==> config.mk <==
export PLATFORM = sky130hd
export DESIGN_NAME = display_scan_ctrl
export DESIGN_NICKNAME = d
export VERILOG_FILES = /design/src/rtl/display_scan_ctrl.sv
export SDC_FILE = /design/constraint.sdc
export NUM_CORES = 1
export LEC_CHECK = 0
export ABC_AREA = 1
export CORE_AREA = 8 8 106 108
export CTS_CLUSTER_DIAMETER = 80
export CTS_CLUSTER_SIZE = 10
export DETAILED_ROUTE_END_ITERATION = 16
export DIE_AREA = 0 0 114 116
export MAX_ROUTING_LAYER = met4
export PLACE_DENSITY = 0.55
export SLEW_MARGIN = 40
export SYNTH_ARGS = -nofsm -noshare
export SYNTH_HDL_FRONTEND = slang
export SYNTH_SLANG_ARGS = --single-unit
==> constraint.sdc <==
create_clock -name i_clk -period 2.3 [get_ports i_clk]
set_input_delay 0.46 -clock i_clk [delete_from_list [all_inputs] [get_ports i_clk]]
set_output_delay 0.46 -clock i_clk [all_outputs]
set_load 0.05 [all_outputs]
==> src/rtl/display_scan_ctrl.sv <==
// Scans NUM_DIGITS packed BCD digits through one shared 7-seg decoder, with a
// ghosting blank before every dwell, frame-boundary double buffering and leading-zero blanking.
module display_scan_ctrl #(
  parameter int unsigned NUM_DIGITS   = 4,
  parameter int unsigned DWELL_CYCLES = 50000,
  parameter int unsigned BLANK_CYCLES = 500,
  parameter int unsigned CNT_W        = 16
) (
  input  logic                    i_clk,
  input  logic                    i_rst_n,
  input  logic                    i_en,
  input  logic                    i_load,
  input  logic [4*NUM_DIGITS-1:0] i_load_value,
  input  logic                    i_lz_blank,
  output logic                    o_load_ack,
  output logic [3:0]              o_dec_digit,
  output logic [NUM_DIGITS-1:0]   o_an_n,
  output logic                    o_frame_done
);

  localparam int unsigned W  = 4 * NUM_DIGITS;
  localparam int unsigned IW = (NUM_DIGITS > 1) ? $clog2(NUM_DIGITS) : 1;

  typedef enum logic [1:0] {S_IDLE, S_BLANK, S_DWELL} state_t;

  state_t                r_state;
  logic [IW-1:0]         r_idx;
  logic [CNT_W-1:0]      r_timer;
  logic [W-1:0]          r_shadow;
  logic [W-1:0]          r_active;
  logic                  r_pending;
  logic                  r_load_ack;
  logic [3:0]            r_dec;
  logic [NUM_DIGITS-1:0] r_an_n;
  logic                  r_frame_done;

  logic          w_blank_end;
  logic          w_dwell_end;
  logic          w_last;
  logic          w_boundary;
  logic          w_copy;
  logic [IW-1:0] w_idx_inc;
  logic [W-1:0]  w_active_nxt;

  // Digit idx is suppressed when it and every more significant digit are zero.
  function automatic logic f_blanked(input logic [W-1:0] v, input logic [IW-1:0] idx,
                                     input logic lz);
    logic z;
    z = lz && (idx != '0);
    for (int i = 0; i < NUM_DIGITS; i++) begin
      if ((i >= int'(idx)) && (v[4*i +: 4] != 4'h0)) z = 1'b0;
    end
    return z;
  endfunction

  function automatic logic [3:0] f_dec(input logic [W-1:0] v, input logic [IW-1:0] idx,
                                       input logic lz);
    return f_blanked(v, idx, lz) ? 4'hF : v[4*int'(idx) +: 4];
  endfunction

  function automatic logic [NUM_DIGITS-1:0] f_an(input logic [W-1:0] v,
                                                 input logic [IW-1:0] idx, input logic lz);
    logic [NUM_DIGITS-1:0] a;
    a = '1;
    if (!f_blanked(v, idx, lz)) a[idx] = 1'b0;
    return a;
  endfunction

  assign w_blank_end  = (r_timer == CNT_W'(BLANK_CYCLES - 1));
  assign w_dwell_end  = (r_timer == CNT_W'(DWELL_CYCLES - 1));
  assign w_last       = (r_idx == IW'(NUM_DIGITS - 1));
  assign w_idx_inc    = w_last ? '0 : r_idx + IW'(1);
  assign w_boundary   = (r_state == S_DWELL) && i_en && w_dwell_end && w_last;
  // Shadow reaches the display only while idle or across a frame boundary.
  assign w_copy       = r_pending && ((r_state == S_IDLE) || w_boundary);
  assign w_active_nxt = w_copy ? r_shadow : r_active;

  always_ff @(posedge i_clk) begin
    if (!i_rst_n) begin
      r_state      <= S_IDLE;
      r_idx        <= '0;
      r_timer      <= '0;
      r_shadow     <= '0;
      r_active     <= '0;
      r_pending    <= 1'b0;
      r_load_ack   <= 1'b0;
      r_dec        <= 4'hF;
      r_an_n       <= '1;
      r_frame_done <= 1'b0;
    end else begin
      r_load_ack   <= i_load;
      r_frame_done <= 1'b0;
      if (w_copy) r_active <= r_shadow;
      if (i_load) begin
        r_shadow  <= i_load_value;
        r_pending <= 1'b1;
      end else if (w_copy) begin
        r_pending <= 1'b0;
      end

      case (r_state)
        S_BLANK: begin
          if (!i_en) begin
            r_state <= S_IDLE;
            r_idx   <= '0;
            r_timer <= '0;
            r_an_n  <= '1;
            r_dec   <= 4'hF;
          end else if (w_blank_end) begin
            r_state <= S_DWELL;
            r_timer <= '0;
            r_an_n  <= f_an(w_active_nxt, r_idx, i_lz_blank);
            r_dec   <= f_dec(w_active_nxt, r_idx, i_lz_blank);
          end else begin
            r_timer <= r_timer + CNT_W'(1);
            r_an_n  <= '1;
            r_dec   <= f_dec(w_active_nxt, r_idx, i_lz_blank);
          end
        end
        S_DWELL: begin
          if (!i_en) begin
            r_state <= S_IDLE;
            r_idx   <= '0;
            r_timer <= '0;
            r_an_n  <= '1;
            r_dec   <= 4'hF;
          end else if (w_dwell_end) begin
            r_state      <= S_BLANK;
            r_idx        <= w_idx_inc;
            r_timer      <= '0;
            r_frame_done <= w_last;
            r_an_n       <= '1;
            r_dec        <= f_dec(w_active_nxt, w_idx_inc, i_lz_blank);
          end else begin
            r_timer <= r_timer + CNT_W'(1);
            r_an_n  <= f_an(w_active_nxt, r_idx, i_lz_blank);
            r_dec   <= f_dec(w_active_nxt, r_idx, i_lz_blank);
          end
        end
        default: begin
          r_idx   <= '0;
          r_timer <= '0;
          r_an_n  <= '1;
          if (i_en) begin
            r_state <= S_BLANK;
            r_dec   <= f_dec(w_active_nxt, '0, i_lz_blank);
          end else begin
            r_state <= S_IDLE;
            r_dec   <= 4'hF;
          end
        end
      endcase
    end
  end

  assign o_load_ack   = r_load_ack;
  assign o_dec_digit  = r_dec;
  assign o_an_n       = r_an_n;
  assign o_frame_done = r_frame_done;

endmodule

=== Word-level counts from Yosys, hierarchy flattened ===
Index checks and enable logic that the tools add are counted.

* Add/sub/neg operators: 2
* Order comparisons: 8
* Equality and inequality tests: 8
* Shift operators: 2
* Multiplexer cells: 66
* Bitwise operators: 1
* Reductions and logical operators: 26

{| class="wikitable"
|+ Operators by type and width
! cell !! count
|-
| two-way mux 16 bit || 5
|-
| two-way mux 4 bit || 16
|-
| one-hot mux 16 bit (2 select lines) || 1
|-
| variable part select 16 x 5 -> 4 bit || 2
|-
| two-way mux 1 bit || 31
|-
| adder 16 x 1 -> 16 bit (second input constant) || 1
|-
| equality test 16 bit (second input constant) || 1
|-
| equality test 16 x 9 -> 1 bit (second input constant) || 1
|-
| two-way mux 2 bit || 8
|-
| one-hot mux 4 bit (2 select lines) || 2
|-
| nonzero test 4 bit || 4
|-
| logical AND 1 bit || 13
|-
| >= comparator 1 x 2 -> 1 bit (first input constant) || 4
|-
| one-hot mux 2 bit (2 select lines) || 2
|-
| != test 3 bit (second input constant) || 2
|-
| nonzero test 2 bit || 3
|-
| equality test 2 bit (second input constant) || 2
|-
| >= comparator 2 bit (first input constant) || 2
|-
| inverter 4 bit || 1
|-
| AND reduction 2 bit || 2
|-
| AND reduction 4 bit || 1
|-
| < comparator 2 x 3 -> 1 bit (second input constant) || 1
|-
| adder 2 x 1 -> 2 bit (second input constant) || 1
|-
| demux 1 bit (select 2 bit) || 1
|-
| 6 further kinds || 6
|}

* Bits in registers: 63
* Input port bits: 21
* Logic and storage cells: 123

=== Logic depth before layout (Yosys ltp) ===
Gate-level depths: netlist of the first run.

* Depth in word-level cells: 21
* Depth in mapped cells: 21
* Depth with buffers taken out: 19

=== Worst setup path after synthesis of the first run ===
OpenSTA, ideal clock, no wires.

* Path type: register -> register
* From: reg r_idx[1]
* To: reg r_an_n[3] (netlist: o_an_n[3])
* Setup time: 0.125 ns
* Arrival time: 1.987 ns
* Setup slack: 0.188 ns
* Stages on the path, launching flop included: 17
* Path buffers: 2
* Cells stage by stage: dfxtp_1 > ha_1 > inv_1 > nor2_1 > nand3_2 > nand2_4 > buf_4 > nand3_1 > nand2_1 > nor2_1 > nand2_1 > nand2_1 > nand3_2 > buf_6 > nand2_1 > o21ai_0 > nand3_1

* Longest elaborated chain between the ends: 19

{| class="wikitable"
|+ Ends and longest elaborated chain
! item !! line !! text
|-
| start: declaration || 27 || <nowiki>logic [IW-1:0] r_idx;</nowiki>
|-
| start signal: assignment || 129 || <nowiki>r_idx <= w_idx_inc;</nowiki>
|-
| equality test 2 bit * || 71 || <nowiki>assign w_last = (r_idx == IW'(NUM_DIGITS - 1));</nowiki>
|-
| named net w_last || 39 || <nowiki>logic w_last;</nowiki>
|-
| logical AND 1 bit * || 73 || <nowiki>assign w_boundary = (r_state == S_DWELL) && i_en && w_dwell_end && w_last;</nowiki>
|-
| logical OR 1 bit * || 75 || <nowiki>assign w_copy = r_pending && ((r_state == S_IDLE) || w_boundary);</nowiki>
|-
| logical AND 1 bit * || 75 ||
|-
| two-way mux 16 bit * || -- ||
|-
| nonzero test 4 bit || -- ||
|-
| logical AND 1 bit || 51 || <nowiki>if ((i >= int'(idx)) && (v[4*i +: 4] != 4'h0)) z = 1'b0;</nowiki>
|-
| (+4 left out) || -- ||
|-
| two-way mux 1 bit, on equally long branches || 127, 109 ||
|-
| two-way mux 1 bit, on equally long branches || 121, 103 ||
|-
| two-way mux 1 bit || 101 || <nowiki>case (r_state)</nowiki>
|-
| two-way mux 1 bit || 79 || <nowiki>if (!i_rst_n) begin</nowiki>
|-
| two-way mux 4 bit || 65 || <nowiki>if (!f_blanked(v, idx, lz)) a[idx] = 1'b0;</nowiki>
|-
| two-way mux 4 bit, on equally long branches || 127, 109 ||
|-
| two-way mux 4 bit, on equally long branches || 121, 103 ||
|-
| one-hot mux 4 bit (2 select lines) * || 101 ||
|-
| end signal: assignment || 112 || <nowiki>r_an_n <= f_an(w_active_nxt, r_idx, i_lz_blank);</nowiki>
|-
| end signal: assignment || 136 || <nowiki>r_an_n <= f_an(w_active_nxt, r_idx, i_lz_blank);</nowiki>
|-
| end: declaration || 34 || <nowiki>logic [NUM_DIGITS-1:0] r_an_n;</nowiki>
|}

Mark *: on every way through the listed nets, which the timed path passes. The rest lies on a longest branch. The select of a mux whose other input is x is not followed.
A chain may end at the register's enable or synchronous reset.

=== Final worst setup path of the first run ===
* From: reg r_state[0]
* To: reg r_dec[2] (netlist: o_dec_digit[2])

* Longest elaborated chain between the ends: 21

{| class="wikitable"
|+ Ends and longest elaborated chain
! item !! line !! text
|-
| start: declaration || 26 || <nowiki>state_t r_state;</nowiki>
|-
| start signal: assignment || 80 || <nowiki>r_state <= S_IDLE;</nowiki>
|-
| start signal: assignment || 104 || <nowiki>r_state <= S_IDLE;</nowiki>
|-
| start signal: assignment || 110 || <nowiki>r_state <= S_DWELL;</nowiki>
|-
| equality test 2 bit || 73, 101 ||
|-
| logical AND 1 bit (3 in series) || 73 ||
|-
| logical OR 1 bit || 75 ||
|-
| logical AND 1 bit || 75 ||
|-
| two-way mux 16 bit || -- ||
|-
| nonzero test 4 bit || -- ||
|-
| logical AND 1 bit || 51 ||
|-
| two-way mux 1 bit (4 in series) || 51 ||
|-
| two-way mux 1 bit, on equally long branches || 127, 109 ||
|-
| two-way mux 1 bit, on equally long branches || 121, 103 ||
|-
| two-way mux 1 bit || 101 ||
|-
| two-way mux 1 bit || 79 ||
|-
| two-way mux 4 bit || 58 || <nowiki>return f_blanked(v, idx, lz) ? 4'hF : v[4*int'(idx) +: 4];</nowiki>
|-
| two-way mux 4 bit, on equally long branches || 127, 109 ||
|-
| two-way mux 4 bit, on equally long branches || 121, 103 ||
|-
| one-hot mux 4 bit (2 select lines) * || 101 ||
|-
| end signal: assignment || 113 || <nowiki>r_dec <= f_dec(w_active_nxt, r_idx, i_lz_blank);</nowiki>
|-
| end signal: assignment || 133 || <nowiki>r_dec <= f_dec(w_active_nxt, w_idx_inc, i_lz_blank);</nowiki>
|-
| end signal: assignment || 137 || <nowiki>r_dec <= f_dec(w_active_nxt, r_idx, i_lz_blank);</nowiki>
|-
| end: declaration || 33 || <nowiki>logic [3:0] r_dec;</nowiki>
|}

Mark *: on every way between the ends. The rest lies on a longest branch, timed or not. The select of a mux whose other input is x is not followed.

==> results of run 1 <==
-- cell type report --
class	instances	area (sq um)	area share [%]
Multi-Input combinational cell	362	1850	41.2
Sequential cell	63	1270	28.2
Timing Repair Buffer	88	790	17.5
Inverter	53	199	4.42
Tap cell	133	166	3.70
Clock buffer	9	124	2.75
Clock inverter	7	97.6	2.17
-- layout by cell type (no fill, tap or decap), types with 2 or more instances in the layout --
master	count
buf_4	54
clkbuf_16	2
nor3_1	4
xnor2_1	2
o21ai_1	6
clkinv_1	2
clkdlybuf4s50_1	29
nand3_2	7
clkinv_4	2
nand2_1	108
nor2_1	80
nor2_4	3
inv_2	3
ha_1	8
a21oi_1	16
clkinvlp_4	2
clkbuf_8	9
dfxtp_2	6
dfxtp_1	57
nand2_2	19
nand2_4	3
bufinv_16	2
nor2_2	8
o21ai_2	6
o21ai_0	26
ha_4	2
nand3_1	56
inv_1	48
-- kinds of logic (layout without fill, tap and decap cells) --
family | count (synthesis) | in the layout | synth area share [%]
AND/OR/NAND/NOR | 293 | 294 | 38.7
buffers and inverters | 68 | 157 | 8.88
flip-flops | 63 | 63 | 39.1
AO/OA/AOI/OAI | 56 | 56 | 8.91
adder cells (fa/ha/maj) | 10 | 10 | 3.88
XOR/XNOR | 2 | 2 | 0.543
-- metal layers --
| metal | global-route usage (%) | vias to the layer above | part of all wire, % |
|---|---|---|---|
| met5 | - | - | 0 |
| met4 | 2.93 | 0 | 0.84 |
| met3 | 3.91 | 7 | 4.2 |
| met2 | 19.7 | 56 | 44 |
| met1 | 18.0 | 1463 | 51 |
| li1 | - | 1734 | - |
-- flip-flops by register name (all words and copies together), names as in the netlist, 2 cells and up --
signal and count:
r_state 2, o_an_n 4, r_timer 16, o_dec_digit 4
r_shadow 16, r_active 16, r_idx 2
-- critical path, delay by kind of cell, from the launching register on --
kind	cells	cell delay (ns)
buffers and inverters	5	0.54
AOI/OAI and AO/OA	1	0.15
adders and majority gates	1	0.18
and+or+nand+nor	12	0.84
DFF	1	0.34
-- final timing paths --
kind	startpoint	to	slack, ns
worst max-delay path	r_state[0]$_SDFFE_PN0P_	o_dec_digit[2]$_SDFF_PN1_	0.13
worst min-delay path	r_timer[14]$_SDFF_PN0_	r_timer[14]$_SDFF_PN0_	0.48
worst max register to register	r_state[0]$_SDFFE_PN0P_	o_dec_digit[2]$_SDFF_PN1_	0.13
worst min register to register	r_timer[14]$_SDFF_PN0_	r_timer[14]$_SDFF_PN0_	0.48
-- stage by stage --
| step | utilization, % | setup slack (ns) | setup TNS [ns] |
|---|---|---|---|
| 5_1_grt | 47.1 | -0.0351 | -0.102 |
| 6_report | 47.1 | 0.132 | 0 |
| 3_5_place_dp | 42.0 | -0.340 | -2.32 |
| 2_1_floorplan | - | 0.188 | 0 |
| 4_1_cts | 44.4 | 0.00839 | 0 |
| 3_3_place_gp | 42.0 | -0.314 | -2.01 |
-- power by group --
part | internal (mW) | leakage (nW) | total, mW | switching (mW)
Combinational | 0.188 | 1.32 | 0.443 | 0.254
Sequential | 1.14 | 0.519 | 1.16 | 0.0240
Clock | 0.611 | 0.105 | 1.08 | 0.473
-- timing repair --
action | in CTS | in global routing
buffers inserted | 0 | 4
cloned | 0 | 3
resized for setup | 1 | 57
pin swaps | 0 | 17
hold endpoints to repair | 0 | 0
setup endpoints to repair | 4 | 7
==> metrics, run 1 <==
status=complete, no violations; CP most frequent cell=nand2_1; die width=114 microns; Final HPWL DP=6.14 mm; clock tree buffer depth=2; top-count cell post-synth=nand2_1; post-route minimum period=2.17 ns; IO Count=31; Pwr Density=598 mW/mm^2; EDFF count, synth=0; Synth top area share=39.1%; Power, Total=2.69 mW; endpoints failing hold=0; clk_skew=0.0143 ns; ant diodes=0; pin count of the biggest net entering global routing=23; vias post-DR=3,260; Post-synth top cells=121 x nand2_1, 87 x nor2_1, 63 x dfxtp_1; CTS buffer count=9; crit path max fanout=8; later-pin clock latency in the skew report=0.34 ns; Critical-path top delay cell=dfxtp_2; CTS hold repair buffers=0; slew margin rel.=52.8%; Gate Count Post-Synth=492; post-synthesis net count=523; slowest cell delay on critical path=0.34 ns; clk slew on worst S/H paths=0.08 ns; Post-Route WL=8.55 mm; fmax=461 MHz; CTS root buf=clkbuf_8; Setup crit end kind=flip-flop; mapped cell area=0.00323 sq mm; clk sinks=63; final period utilization=94.2%; htree depth=3; max-cap viol count=0; WS Path Type=reg2reg; Tot GR Track Use=13.5%; Mean Syn Cell Area=6.56 sq um; Yosys top cell by area=dfxtp_1; number of remaining DRC errors=0; row cnt=36; tightest hold margin=0.483 ns; #FFs+latches synth=63; placed cells=692; Ys Warns=0; Pins Over Slew Limit=0; CTS tree=done; worst path cell trace=inv_2 -> buf_4 -> ha_1 -> inv_1 -> nand2_4 -> nand2_8 -> clkbuf_16 -> buf_4 -> nand2_1 -> o21ai_1 -> nand2_1 -> nand3_1 -> nand2_1 -> nor2_1 -> nand2_1 -> nand3_1 -> nand2_1 -> nand2_1 -> nand2_1; Pleak=1.95 nW; placed instance area=0.00401 sq mm; area of the die=0.0132 sq mm; initial antenna violation count=0; DR vias/cell=4.56; # fillers=972; Starting DRT DRC Count=165; Post-synth top flop=dfxtp_1; Core Box Area=0.00955 sq mm; top post-synthesis cells by area=dfxtp_1 39%, nand2_1 14%, nor2_1 10%, nand3_1 9.3%, inv_1 5.7%; Hold Path Class=reg2reg; worst hold path stage count=2; Setup Viol. Count Final=0; Die H=116 microns; number of buffers added on ports=30; RSZ-0062 raised after global routing=true; register area share after synthesis=39.1%; Initial Util=33.8%; grt ovf=0; WP data arrival=2.41 ns; R2R cell count=19; Worst-Margin Slew=0.707 ns; Final ANT Viol Nets=0; routability cong.=0.870; post-route cell area=0.00450 sq mm; Worst Setup Start Kind=flip-flop; CP required=2.54 ns; peak supply drop=0.314 mV; TritonRoute pass-1 iters=4; post-synth cell types=28; Finished Layout Cells=715; share of layout cells above drive strength 1=23.0%; number of global-route vias before repair=3,005; async set or reset register ratio after synthesis=0%; global-route wire length before repair=14.1 mm; Area growth, synth to finish=39.4%; # nets final=608; WL/cell=12.0 microns
(Power assumes the default switching activity.)
==> inputs of run 2 (changes only) <==
--- a/config.mk
+++ b/config.mk
@@ -14,3 +14,3 @@
 export MAX_ROUTING_LAYER = met4
-export PLACE_DENSITY = 0.55
+export PLACE_DENSITY = 0.5
 export SLEW_MARGIN = 40
--- a/constraint.sdc
+++ b/constraint.sdc
@@ -3,2 +3,2 @@
 set_output_delay 0.46 -clock i_clk [all_outputs]
-set_load 0.05 [all_outputs]
+set_load 0.005 [all_outputs]
==> run 2 against run 1 <==
Sequential cell count unchanged. Critical path type unchanged. Critical endpoint is now o_dec_digit[0]$_SDFF_PN1_. Setup slack got worse by 0.014 ns. Routed wire length increased by 0.87%. Highest routed layer unchanged.
==> metrics, run 2 (synthesis gave the netlist of run 1 again) <==
CTS buffer count=9 (unchanged); Initial Util=33.8% (unchanged); later-pin clock latency in the skew report=0.34 ns (about the same); TritonRoute pass-1 iters=4 (unchanged); global-route wire length before repair=14.2 mm (was 14.1 mm); Setup Viol. Count Final=0 (unchanged); peak supply drop=0.275 mV (was 0.314 mV); number of remaining DRC errors=0 (unchanged); htree depth=3 (unchanged); # nets final=616 (was 608); Critical-path top delay cell=dfxtp_2 (unchanged); commonest non-fill, non-tap cell in the layout=nand2_1 (unchanged); row cnt=36 (unchanged); WP data arrival=2.47 ns (was 2.41 ns); endpoints failing hold=0 (unchanged); P_int=1.95 mW (was 1.94 mW); die width=114 microns (unchanged); number of global-route vias before repair=3,014 (was 3,005); Post-Route WL=8.62 mm (was 8.55 mm); clock tree buffer depth=2 (unchanged); Pins Over Slew Limit=0 (unchanged); clk sinks=63 (unchanged); DR vias/cell=4.53 (was 4.56); clk_skew=0.00564 ns (was 0.0143 ns); # fillers=991 (was 972); Final ANT Viol Nets=0 (unchanged); initial antenna violation count=0 (unchanged); largest registers=r_active (16), r_shadow (16), r_timer (16) (unchanged); clk slew on worst S/H paths=0.07 ns (was 0.08 ns); Psw=703 uW (was 751 uW); Sequential Power Share=43.8% (was 43.2%); Final HPWL DP=6.39 mm (was 6.14 mm); IO Count=31 (unchanged); Util after Layout=47.8% (was 47.1%); Clock power frac=40.7% (was 40.3%); FF/Latch Area=0.00127 sq mm (about the same); CTS tree=done (unchanged); crit path max fanout=6 (was 8); grt ovf=0 (unchanged); WL/cell=11.9 microns (was 12.0 microns); Pleak=2.00 nW (was 1.95 nW); CP most frequent cell=nand2_1 (unchanged); combinational power share=15.5% (was 16.5%); Starting DRT DRC Count=201 (was 165); placed cells=703 (was 692); number of buffers added on ports=30 (unchanged); Tot GR Track Use=13.8% (was 13.5%); status=complete, no violations (unchanged); CTS root buf=clkbuf_8 (unchanged); ant diodes=0 (unchanged); vias post-DR=3,275 (was 3,260); Finished Layout Cells=723 (was 715); pin count of the biggest net entering global routing=22 (was 23); Area growth, synth to finish=41.3% (was 39.4%); CP required=2.59 ns (was 2.54 ns); share of layout cells above drive strength 1=23.7% (was 23.0%); slew margin rel.=53.4% (was 52.8%); area of the die=0.0132 sq mm (unchanged); slowest cell delay on critical path=0.33 ns (was 0.34 ns); commonest cells after routing, fill and taps aside=114 x nand2_1, 81 x nor2_1, 62 x buf_4 (was 108 x nand2_1, 80 x nor2_1, 57 x dfxtp_1); worst path cell trace=inv_2 -> ha_4 -> nand2_4 -> nor2_4 -> nand3_2 -> nand2_4 -> nand2_4 -> buf_12 -> nand2_1 -> nand2_2 -> nor2_2 -> nand2_2 -> nor2_4 -> nand3_2 -> nand3_1 -> nand2_1 -> nand2_1 -> nand2_1 -> nand2_1 (was inv_2 -> buf_4 -> ha_1 -> inv_1 -> nand2_4 -> nand2_8 -> clkbuf_16 -> buf_4 -> nand2_1 -> o21ai_1 -> nand2_1 -> nand3_1 -> nand2_1 -> nor2_1 -> nand2_1 -> nand3_1 -> nand2_1 -> nand2_1 -> nand2_1); WS Path Type=reg2reg (unchanged); Pwr Density=581 mW/mm^2 (was 598 mW/mm^2); Setup crit end kind=flip-flop (unchanged); Net Sw Frac=26.6% (was 27.9%); final period utilization=94.8% (was 94.2%); Worst-Margin Slew=0.698 ns (was 0.707 ns); tightest hold margin=0.474 ns (was 0.483 ns); worst hold path stage count=2 (unchanged); Hold Path Class=reg2reg (unchanged); fmax=458 MHz (was 461 MHz); Die H=116 microns (unchanged); multi-input combinational cell area=0.00186 sq mm (was 0.00185 sq mm); max-cap viol count=0 (unchanged); post-route minimum period=2.18 ns (was 2.17 ns); routability cong.=0.876 (was 0.870); Worst Setup Start Kind=flip-flop (unchanged); Core Box Area=0.00955 sq mm (unchanged); R2R cell count=19 (unchanged)
[run 2: changes by cell type in the layout (fill, tap and decap cells not counted), moves of 2 or more]
cell,before,now
buf_4,54,62
nand2_1,108,114
nand2_2,19,14
nand3_1,56,53
nor2_2,8,5
nand3_2,7,9
nor2_4,3,5
[run 2: timing repair]
item,4_1_cts,5_1_grt
endpoints found under the setup margin,3,10
gates cloned,0,2
hold buffers,0,0
resized for setup,6,54
endpoints found under the hold margin,0,0
setup buffers,0,2
pin swaps,0,13
[run 2: final timing paths]
kind / startpoint / endpoint / slack, ns
min reg2reg: r_timer[14]$_SDFF_PN0_ / r_timer[14]$_SDFF_PN0_ / 0.47
min: r_timer[14]$_SDFF_PN0_ / r_timer[14]$_SDFF_PN0_ / 0.47
max: r_state[0]$_SDFFE_PN0P_ / o_dec_digit[0]$_SDFF_PN1_ / 0.12
max reg2reg: r_state[0]$_SDFFE_PN0P_ / o_dec_digit[0]$_SDFF_PN1_ / 0.12
[run 2: per-stage QoR]
stage	setup WS (ns)	TNS, ns	cell area, sq um	power, mW
5_1_grt	-0.0723	-0.251	4560	2.79
3_5_place_dp	-0.514	-2.82	4090	1.54
3_3_place_gp	-0.504	-2.68	4090	1.55
2_1_floorplan	0.188	0	3230	1.37
4_1_cts	0.00475	0	4330	2.64
6_report	0.119	0	4560	2.65
[run 2: layout make-up]
class | count | share of cell area [%]
flip-flops and latches | 63 | 27.8
well taps | 133 | 3.65
inverters | 53 | 4.36
clock buffers | 9 | 2.72
multi-input cells | 362 | 40.9
repair buffers | 96 | 18.4
clock inverters | 7 | 2.14
[run 2: worst max-delay path, delay by kind of cell (launching register included)]
kind | cells | cell delay (ns)
adder cells (fa/ha/maj) | 1 | 0.15
flip-flops | 1 | 0.33
AND/OR/NAND/NOR | 16 | 1.44
buffers and inverters | 2 | 0.22
[run 2: metal layers]
| metal | vias up | track usage (%) | routed length [microns] |
|---|---|---|---|
| li1 | 1749 | - | - |
| met2 | 69 | 18.8 | 3530 |
| met1 | 1445 | 18.9 | 4480 |
| met5 | - | - | 0 |
| met3 | 12 | 3.02 | 467 |
| met4 | 0 | 6.39 | 148 |
[run 2: power groups by stage]
stage	sequential [mW]	clock [mW]	combinational (mW)
after floorplan	1.18	0	0.188
after global placement	1.18	0	0.362
after detailed placement	1.18	0	0.360
after CTS	1.16	1.11	0.368
after global routing	1.17	1.16	0.458
final	1.16	1.08	0.410
==> inputs of run 3 (changes only) <==
Clock period 2.3 ns to 2.54 ns, I/O delays scaled along.
==> run 3 against run 2 <==
Worst hold slack lost 0.0070 ns. Utilization decreased by 3.9 points. Clock-buffer cell count stayed put. Final cell count shrank 3.3%. Combinational power decreased by 20%. Critical endpoint unchanged. Power fell by 15%. Setup slack gained 0.13 ns. Routed wire length is 4.1% lower.
==> metrics, run 3 (synthesis gave the netlist of run 1 again) <==
Psw=605 uW (was 703 uW); # fillers=1,025 (was 991); worst path cell trace=clkdlybuf4s50_1 -> nand2_1 -> nor2_2 -> nand3_2 -> nand2_4 -> nand2_2 -> buf_12 -> nand2_2 -> nand2_2 -> nor2_1 -> nand2_1 -> nor2_2 -> nand3_4 -> nand3_1 -> nand3_1 -> nand2_1 -> nand2_1 -> nand2_1 (was inv_2 -> ha_4 -> nand2_4 -> nor2_4 -> nand3_2 -> nand2_4 -> nand2_4 -> buf_12 -> nand2_1 -> nand2_2 -> nor2_2 -> nand2_2 -> nor2_4 -> nand3_2 -> nand3_1 -> nand2_1 -> nand2_1 -> nand2_1 -> nand2_1); clk slew on worst S/H paths=0.07 ns (about the same); slowest cell delay on critical path=0.47 ns (was 0.33 ns); TritonRoute pass-1 iters=4 (unchanged); RSZ-0062 raised after global routing=true; P_int=1.64 mW (was 1.95 mW); final period utilization=90.2%; Sequential Power Share=46.8% (was 43.8%); Starting DRT DRC Count=124 (was 201); CTS tree=done (unchanged); number of remaining DRC errors=0 (unchanged); max-cap viol count=0 (unchanged); IO Count=31 (unchanged); commonest cells after routing, fill and taps aside=121 x nand2_1, 86 x nor2_1, 63 x dfxtp_1 (was 114 x nand2_1, 81 x nor2_1, 62 x buf_4); CP most frequent cell=nand2_1 (unchanged); Pleak=1.82 nW (was 2.00 nW); crit path max fanout=11 (was 6); number of global-route vias before repair=3,009 (was 3,014); FF/Latch Area=0.00126 sq mm (was 0.00127 sq mm); row cnt=36 (unchanged); Net Sw Frac=27.0% (was 26.6%); Tot GR Track Use=14.0% (was 13.8%); commonest non-fill, non-tap cell in the layout=nand2_1 (unchanged); delay-heaviest family, CP=simple AND/OR/NAND/NOR gates (unchanged); DR vias/cell=4.51 (was 4.53); clk sinks=63 (unchanged); Hold Path Class=reg2reg (unchanged); Die H=116 microns (unchanged); WS Path Type=in2reg (was reg2reg); die width=114 microns (unchanged); Worst Setup Start Kind=primary input (was flip-flop); CTS root buf=clkbuf_8 (unchanged); Post-Route WL=8.27 mm (was 8.62 mm); vias post-DR=3,154 (was 3,275); grt ovf=0 (unchanged); Setup Viol. Count Final=0 (unchanged); endpoints failing hold=0 (unchanged); combinational power share=14.6% (was 15.5%); status=complete, no violations (unchanged); slew margin rel.=67.3% (was 53.4%); DP Worst Slack=-0.347 ns (was -0.514 ns); Final HPWL DP=6.41 mm (was 6.39 mm); routability cong.=0.850 (was 0.876); WL/cell=11.8 microns (was 11.9 microns); Initial Util=33.8% (unchanged); clock tree buffer depth=2 (unchanged); WP data arrival=2.58 ns (was 2.47 ns); fmax=436 MHz; clk_skew=0.00903 ns (was 0.00564 ns); htree depth=3 (unchanged); largest registers=r_active (16), r_shadow (16), r_timer (16) (unchanged); Setup WS post-layout=0.248 ns (was 0.119 ns); CTS buffer count=9 (unchanged); Core Box Area=0.00955 sq mm (unchanged); Critical-path top delay cell=clkdlybuf4s50_1 (was dfxtp_2); CP required=2.83 ns (was 2.59 ns); Area growth, synth to finish=29.6% (was 41.3%); Pins Over Slew Limit=0 (unchanged); Final TNS setup=0 ns (unchanged); multi-input combinational cell area=0.00171 sq mm (was 0.00186 sq mm); Setup crit end kind=flip-flop (unchanged); peak supply drop=0.202 mV (was 0.275 mV); share of layout cells above drive strength 1=15.0% (was 23.7%); # nets final=592 (was 616); later-pin clock latency in the skew report=0.35 ns (was 0.34 ns); # Post-CTS Setup Buffers=0 (unchanged); Util after Layout=43.8% (was 47.8%); number of buffers added on ports=30 (unchanged); pin count of the biggest net entering global routing=19 (was 22); ant diodes=0 (unchanged); Final ANT Viol Nets=0 (unchanged); post-route minimum period=2.29 ns; initial antenna violation count=0 (unchanged); Worst-Margin Slew=0.490 ns (was 0.698 ns); Pwr Density=536 mW/mm^2 (was 581 mW/mm^2); Buf/Inv on CP=2 (unchanged); global-route wire length before repair=14.3 mm (was 14.2 mm); area of the die=0.0132 sq mm (unchanged); Clock power frac=38.7% (was 40.7%)
run 3: final timing paths:
check	start	to	cells after the start	slack, ns
worst max register to register	r_timer[0]$_SDFF_PN0_	o_dec_digit[0]$_SDFF_PN1_	18	0.27
worst min-delay path	r_timer[0]$_SDFF_PN0_	r_timer[0]$_SDFF_PN0_	1	0.47
worst max-delay path	i_en	o_dec_digit[0]$_SDFF_PN1_	18	0.25
worst min register to register	r_timer[0]$_SDFF_PN0_	r_timer[0]$_SDFF_PN0_	1	0.47
run 3: power by group through the flow:
stage	logic, mW	registers [mW]	clock network, mW
after floorplan	0.170	1.07	0
after global placement	0.320	1.07	0
after detailed placement	0.322	1.07	0
after CTS	0.324	1.05	0.898
after global routing	0.372	1.05	0.941
final	0.327	1.05	0.867
run 3: final cells by class:
type	count	area share (%)
multi-input combinational	361	40.9
sequential	63	30.1
timing repair buffer	73	15.5
inverter	53	4.75
tap	133	3.98
clock buffer	9	2.96
clock inverter	7	1.76
run 3: timing repair:
item                                    4_1_cts  5_1_grt
endpoints found under the setup margin        0        8
gates resized for setup                       0        9
hold buffers                                  0        0
run 3: layer usage:
layer	up-vias	track usage [%]	part of all wire (%)
met3	10	3.54	4.1
met2	47	19.4	41
met1	1399	18.9	54
met5	-	-	0
met4	0	5.32	1.4
li1	1698	-	-
run 3: stage by stage:
step | hold WS, ns | total power, mW | instance area [sq um] | instances
finish | 0.467 | 2.24 | 4180 | 699
global route | 0.504 | 2.37 | 4180 | 699
CTS | 0.467 | 2.27 | 4150 | 699
detailed placement | 0.451 | 1.39 | 3960 | 683
global placement | 0.432 | 1.39 | 3960 | 683
floorplan | 0.418 | 1.24 | 3230 | 492
